[src/rtl/rcpu_int_ctrl_if.sv]
// Core-side bus and interrupt handshake between the RCPU core (master) and
// its interrupt controller (slave).
interface rcpu_int_ctrl_if #(
    parameter int M = 16,
    parameter int N = 32
);
    logic [N-1:0] busAddr;
    logic [M-1:0] busWData;
    logic         busWE;
    // busRE travels with the bus, but register reads have no side effects.
    logic         busRE;
    logic [M-1:0] busRData;
    logic         busHit;
    logic         irq;
    logic         turnOffIRQ;
    logic [N-1:0] intAddr;
    logic [M-1:0] intData;

    modport master (
        output busAddr, busWData, busWE, busRE, turnOffIRQ,
        input  busRData, busHit, irq, intAddr, intData
    );

    modport slave (
        input  busAddr, busWData, busWE, busRE, turnOffIRQ,
        output busRData, busHit, irq, intAddr, intData
    );
endinterface

[src/rtl/rcpu_int_ctrl.sv]
// Interrupt controller for the RCPU core: synchronises and edge-detects sources,
// keeps them pending, and issues one prioritised request at a time.
module rcpu_int_ctrl #(
    parameter int M = 16,
    parameter int N = 32,
    parameter int SOURCES = 8,
    parameter logic [N-1:0] BASE = 32'hFFFF1010,
    parameter logic [N-1:0] VEC_RESET = 32'h00000100
) (
    input  logic               clk,
    input  logic               rst,
    input  logic [SOURCES-1:0] src,
    rcpu_int_ctrl_if.slave     bus
);
    localparam int KW = 4;

    typedef enum logic [1:0] {IDLE, REQ, HOLD} fsmState_t;

    fsmState_t          curState, nextState;
    logic [SOURCES-1:0] srcSync1, srcSync2, srcPrev, rise;
    logic [SOURCES-1:0] enMask, pend, pendNext, eligible, w1cMask, ackMask;
    logic               gie;
    logic [N-1:0]       vecBase, offset, intAddrQ;
    logic [M-1:0]       intDataQ, rdata;
    logic [KW-1:0]      winIdx, latchedIdx;
    logic               winValid, hit, wrEn, loadVec;
    logic [1:0]         regSel;

    // Address decode: the wrap-safe difference is in range only for BASE..BASE+3.
    always_comb begin
        offset = bus.busAddr - BASE;
        hit    = (offset[N-1:2] == '0);
        regSel = offset[1:0];
        wrEn   = bus.busWE && hit;
    end

    always_comb begin
        // NOTE: every output of a combinational block gets a default first so no latch is inferred.
        rdata = '0;
        if (hit) begin
            case (regSel)
                2'd0: begin
                    rdata[SOURCES-1:0] = enMask;
                    rdata[M-1]         = gie;
                end
                2'd1:    rdata[SOURCES-1:0] = pend;
                2'd2:    rdata = vecBase[M-1:0];
                default: rdata = vecBase[N-1:M];
            endcase
        end
    end

    assign bus.busRData = rdata;
    assign bus.busHit   = hit;

    always_ff @(posedge clk or negedge rst) begin
        // NOTE: sequential state uses non-blocking assignments so all flops update together.
        if (!rst) begin
            srcSync1 <= '0;
            srcSync2 <= '0;
            srcPrev  <= '0;
        end else begin
            srcSync1 <= src;
            srcSync2 <= srcSync1;
            srcPrev  <= srcSync2;
        end
    end

    assign rise = srcSync2 & ~srcPrev;

    // A new rise is OR-ed in last so it beats both W1C and acknowledge clears.
    always_comb begin
        w1cMask  = (wrEn && regSel == 2'd1) ? bus.busWData[SOURCES-1:0] : '0;
        ackMask  = (curState == REQ && bus.turnOffIRQ) ? (SOURCES'(1) << latchedIdx) : '0;
        pendNext = (pend & ~w1cMask & ~ackMask) | rise;
    end

    always_ff @(posedge clk or negedge rst) begin
        if (!rst) begin
            enMask  <= '0;
            gie     <= 1'b0;
            vecBase <= VEC_RESET;
            pend    <= '0;
        end else begin
            if (wrEn && regSel == 2'd0) begin
                enMask <= bus.busWData[SOURCES-1:0];
                gie    <= bus.busWData[M-1];
            end
            if (wrEn && regSel == 2'd2) vecBase[M-1:0] <= bus.busWData;
            if (wrEn && regSel == 2'd3) vecBase[N-1:M] <= bus.busWData;
            pend <= pendNext;
        end
    end

    // Lowest index wins: scanning downward leaves the smallest set index last.
    always_comb begin
        eligible = gie ? (pend & enMask) : '0;
        winValid = |eligible;
        winIdx   = '0;
        for (int i = SOURCES - 1; i >= 0; i--) begin
            if (eligible[i]) winIdx = KW'(i);
        end
    end

    always_ff @(posedge clk or negedge rst) begin
        if (!rst) curState <= IDLE;
        else      curState <= nextState;
    end

    always_comb begin
        nextState = curState;
        case (curState)
            IDLE:    if (winValid) nextState = REQ;
            REQ:     if (bus.turnOffIRQ) nextState = HOLD;
            HOLD:    if (!bus.turnOffIRQ) nextState = IDLE;
            default: nextState = IDLE;
        endcase
    end

    always_comb begin
        bus.irq = (curState == REQ);
        loadVec = (curState == IDLE) && winValid;
    end

    // The issued vector stays frozen until the next request, whatever the registers do.
    always_ff @(posedge clk or negedge rst) begin
        if (!rst) begin
            latchedIdx <= '0;
            intAddrQ   <= '0;
            intDataQ   <= '0;
        end else if (loadVec) begin
            latchedIdx <= winIdx;
            intAddrQ   <= vecBase + N'({winIdx, 2'b00});
            intDataQ   <= M'(winIdx);
        end
    end

    assign bus.intAddr = intAddrQ;
    assign bus.intData = intDataQ;
endmodule

[src/flat_wrapper.sv]
// flat-port wrapper written by rule: the top's interface ports become plain ports
module rcpu_int_ctrl_flat 
#(
    parameter int M = 16,
    parameter int N = 32,
    parameter int SOURCES = 8,
    parameter logic [N-1:0] BASE = 32'hFFFF1010,
    parameter logic [N-1:0] VEC_RESET = 32'h00000100
)
  (clk, rst, src, bus_busAddr, bus_busWData, bus_busWE, bus_busRE, bus_turnOffIRQ, bus_busRData, bus_busHit, bus_irq, bus_intAddr, bus_intData);
  rcpu_int_ctrl_if #(.M(M), .N(N)) bus_i ();
  input  logic clk;
  input  logic rst;
  input  logic [SOURCES-1:0] src;
  input wire logic [$bits(bus_i.busAddr)-1:0] bus_busAddr;
  input wire logic [$bits(bus_i.busWData)-1:0] bus_busWData;
  input wire logic [$bits(bus_i.busWE)-1:0] bus_busWE;
  input wire logic [$bits(bus_i.busRE)-1:0] bus_busRE;
  input wire logic [$bits(bus_i.turnOffIRQ)-1:0] bus_turnOffIRQ;
  output wire logic [$bits(bus_i.busRData)-1:0] bus_busRData;
  output wire logic [$bits(bus_i.busHit)-1:0] bus_busHit;
  output wire logic [$bits(bus_i.irq)-1:0] bus_irq;
  output wire logic [$bits(bus_i.intAddr)-1:0] bus_intAddr;
  output wire logic [$bits(bus_i.intData)-1:0] bus_intData;
  assign bus_i.busAddr = bus_busAddr;
  assign bus_i.busWData = bus_busWData;
  assign bus_i.busWE = bus_busWE;
  assign bus_i.busRE = bus_busRE;
  assign bus_i.turnOffIRQ = bus_turnOffIRQ;
  assign bus_busRData = bus_i.busRData;
  assign bus_busHit = bus_i.busHit;
  assign bus_irq = bus_i.irq;
  assign bus_intAddr = bus_i.intAddr;
  assign bus_intData = bus_i.intData;
  rcpu_int_ctrl #(.M(M), .N(N), .SOURCES(SOURCES), .BASE(BASE), .VEC_RESET(VEC_RESET)) u_core (.clk(clk), .rst(rst), .src(src), .bus(bus_i));
endmodule
[config.mk]
export PLATFORM = sky130hd
export DESIGN_NAME = rcpu_int_ctrl_flat
export DESIGN_NICKNAME = d
export VERILOG_FILES = /design/src/rtl/rcpu_int_ctrl_if.sv /design/src/rtl/rcpu_int_ctrl.sv /design/src/flat_wrapper.sv
export SDC_FILE = /design/constraint.sdc
export NUM_CORES = 1
export LEC_CHECK = 0
export CAP_MARGIN = 30
export CORE_MARGIN = 10
export CORE_UTILIZATION = 51
export DETAILED_ROUTE_END_ITERATION = 6
export GPL_TIMING_DRIVEN = 0
export HOLD_SLACK_MARGIN = 0.08
export PLACE_DENSITY = 0.78
export REMOVE_ABC_BUFFERS = 1
export SETUP_SLACK_MARGIN = 0.05
export SYNTH_ARGS = -nofsm -noshare
export SYNTH_HDL_FRONTEND = slang
export SYNTH_SLANG_ARGS = --single-unit
[constraint.sdc]
create_clock -name clk -period 4.5 [get_ports clk]
set_input_delay 0.45 -clock clk [delete_from_list [all_inputs] [get_ports clk]]
set_output_delay 0.45 -clock clk [all_outputs]
set_load 0.01 [all_outputs]
==> out/metrics.cfg <==
[global_routing]
antenna_found_initial = 0
grt_overflow = 0
grt_max_degree = 61
groute.usage.overall = 0.185
grt_pass1_vias = 4342
grt_pass1_wl_mm = 22.2

[layout]
diodes = 0
multiInputGateArea_um2 = 2550
nNetsFinal = 674
area_growth_syn_to_layout_pct = 26.0
layout-drive-gt1-share = 0.143
fill_cells = 792
layout.area.seq_um2 = 2750

[yosys]
synth_cell_types = 53
ys_top_cells_by_count = dfrtp_1 (109), nand2_1 (54), mux2_2 (46), o21ai_0 (42), xor2_1 (20)
synth_top_area_share = 0.495
syn-instance-count = 502
ys_seq_elements = 110
avgSynthCellArea_um2 = 11.0
ys.flop_type = dfrtp_1
syn_area_um2 = 5520
synth_most_common_cell = dfrtp_1
yosys-top-cells-area = dfrtp_1 (49%), mux2_2 (9.4%), o21ai_0 (3.8%), nand2_1 (3.7%), mux4_2 (3.3%)
synth_top_area_cell = dfrtp_1
async_flop_share = 1.00
ys_seq_area_frac = 0.499
ys_warn_count = 0
synth_edf_count = 0

[place]
routabilityCongestion = 0.854
dp_hpwl_mm = 10.6
numPortBuffers = 112

[clock_tree]
holdBufCountCts = 0
cts_buffers = 9
numClockSinks = 110
clk_pin_slew_ps = 100
htree_levels = 3
clk_latency_ps = 390
cts_root_buffer = clkbuf_8
cts_tree = yes
clockBufferDepth = 2

[worst_setup_path]
worstSetupStartpointType = input port
path_max_fanout = 17
required_ps = 4050
rrSetupSlack_ps = 740
path_class = in2out
cp_cell_sequence = clkdlybuf4s50_1, or4_4, o21ai_1, a21oi_1, or3_1, a2111o_2, nand4b_4, buf_12, nor3b_1, clkdlybuf4s50_1
crit_top_cell = clkdlybuf4s50_1
crit_path_end_kind = output pin
arrival_ps = 3770
max_stage_delay_ps = 590
critPathSlowestCell = clkdlybuf4s50_1

[timing]
tightest_slew_ps = 1000
whs_ps = 91.5
report.final.hold_viol_count = 0
finalCriticalPeriod_ps = 4220
relSlewSlack = 0.328
finalSetupViolCount = 0
finalSetupTns_ps = 0
period_share = 0.937
skew_ps = 18.3
drv_slew = 0
max_freq_mhz = 237
rsz0062_at_grt = no

[power]
seq_power_share = 0.597
internal-power_w = 0.00127
power_density_nw_per_um2 = 242
clkPwrFrac = 0.323
p_sw_frac = 0.244
ir_drop_uv = 158
p_switching_w = 0.000410
combPwrFrac = 0.080
leakage_nw = 2.94

[floorplan]
io_pins = 127
fp.dieH_um = 124
num_rows = 37
fp.dieW_um = 124
core-area_um2 = 10400
dieArea_um2 = 15400
start_util = 0.529

[routing]
drc = 0
dr.pass1.iters = 5
vias = 4245
wirelength_mm = 14.0
drtIter0Drc = 287
avgViaCountPerCell = 5.66
drtAntennaViolNets = 0
wire_per_inst_um = 18.7

[run_status]
outcome = complete, no violations

[worst_hold_path]
hold_path_class = in2async

[run]
drv_cap = 0

[sequential cells by signal, summed over array words and instances, names as in the netlist, 2 cells and up]
name / count
u_core.bus.intAddr: 32
u_core.curState: 2
u_core.enMask: 8
u_core.latchedIdx: 3
u_core.pend: 8
u_core.srcPrev: 8
u_core.srcSync1: 8
u_core.srcSync2: 8
u_core.vecBase: 32
[layout make-up]
class / count / share of cell area
Tap cell: 136 / 0.0245
Multi-Input combinational cell: 352 / 0.367
Clock inverter: 7 / 0.00702
Clock buffer: 9 / 0.0178
Timing Repair Buffer: 119 / 0.179
Inverter: 17 / 0.00918
Sequential cell: 110 / 0.396
[timing repair]
item                                    4_1_cts  5_1_grt
pin swaps                                     0        1
buffers inserted                              1        1
gates resized for setup                       1        0
endpoints found under the setup margin       14        5
[metrics by stage]
stage	util	worst slack, ps	power, W	cells	instance area [um2]
after floorplan	-	1170	0.00106	479	5360
after global placement	0.639	-1020	0.00115	727	6650
after detailed placement	0.648	-64.8	0.00116	732	6750
after CTS	0.666	110	0.00169	749	6940
after global routing	0.667	182	0.00175	750	6950
final	0.667	285	0.00168	750	6950
[worst max-delay path: cells and delay by family]
family,cells,cell delay [ps]
AOI/OAI and AO/OA,3,800
buffers and inverters,3,1190
and+or+nand+nor,4,1300
[power groups by stage]
stage / clock network (W) / logic (W) / registers (W)
global placement: 0 / 0.000125 / 0.00102
CTS: 0.000552 / 0.000135 / 0.00100
finish: 0.000543 / 0.000135 / 0.00100
floorplan: 0 / 0.0000343 / 0.00102
detailed placement: 0 / 0.000135 / 0.00102
global route: 0.000599 / 0.000146 / 0.00100
[worst paths after layout]
check | start | end | depth (start not counted)
setup / recovery | bus_busAddr[6] | bus_busRData[12] | 10
hold / removal | rst | u_core.srcSync1[5] | 1
setup reg to reg | u_core.pend[6] | u_core.bus.intAddr[28] | 16
hold reg to reg | u_core.srcSync1[6] | u_core.srcSync2[6] | 0
max in group asynchronous | rst | u_core.vecBase[8] | 2
min in group clk | u_core.srcSync1[6] | u_core.srcSync2[6] | 0
[kinds of logic after synthesis]
| kind of cell | after synthesis | synth area share |
|---|---|---|
| other | 1 | 0.000680 |
| DFF | 110 | 0.499 |
| xor gates and xnor gates | 31 | 0.0492 |
| and+or+nand+nor | 161 | 0.162 |
| muxes | 66 | 0.149 |
| adders and majority gates | 4 | 0.0104 |
| buffers and inverters | 52 | 0.0474 |
| AOI/OAI and AO/OA | 77 | 0.0819 |
[routing by layer]
metal  part of all wire  global-route usage  vias up
met3              0.080              0.0434       21
met1               0.39               0.228     2080
met2               0.50               0.313      166
met5                  0                   0        -
met4              0.021              0.0647        0
li1                   -                   -     1978
[layout by cell type (no fill, tap or decap), types with 3 or more instances in the layout]
cell	instances
buf_16	3
nor2_1	11
or3_1	4
o21ai_0	42
nor3b_1	7
mux4_2	8
nand4_1	9
nand3_1	17
dfrtp_1	109
and3_1	7
clkinv_2	3
nor3_1	13
mux2_2	46
clkdlybuf4s50_1	111
nor3_4	3
nor4_1	3
nand4b_1	9
buf_4	3
nand2_1	54
ha_1	3
a21oi_1	9
inv_1	17
mux2i_1	11
clkbuf_8	9
xor2_1	20
o22ai_1	8
xnor2_1	11
conb_1	13
nor2b_1	13
Note: power is estimated with default switching activity, not from simulation.
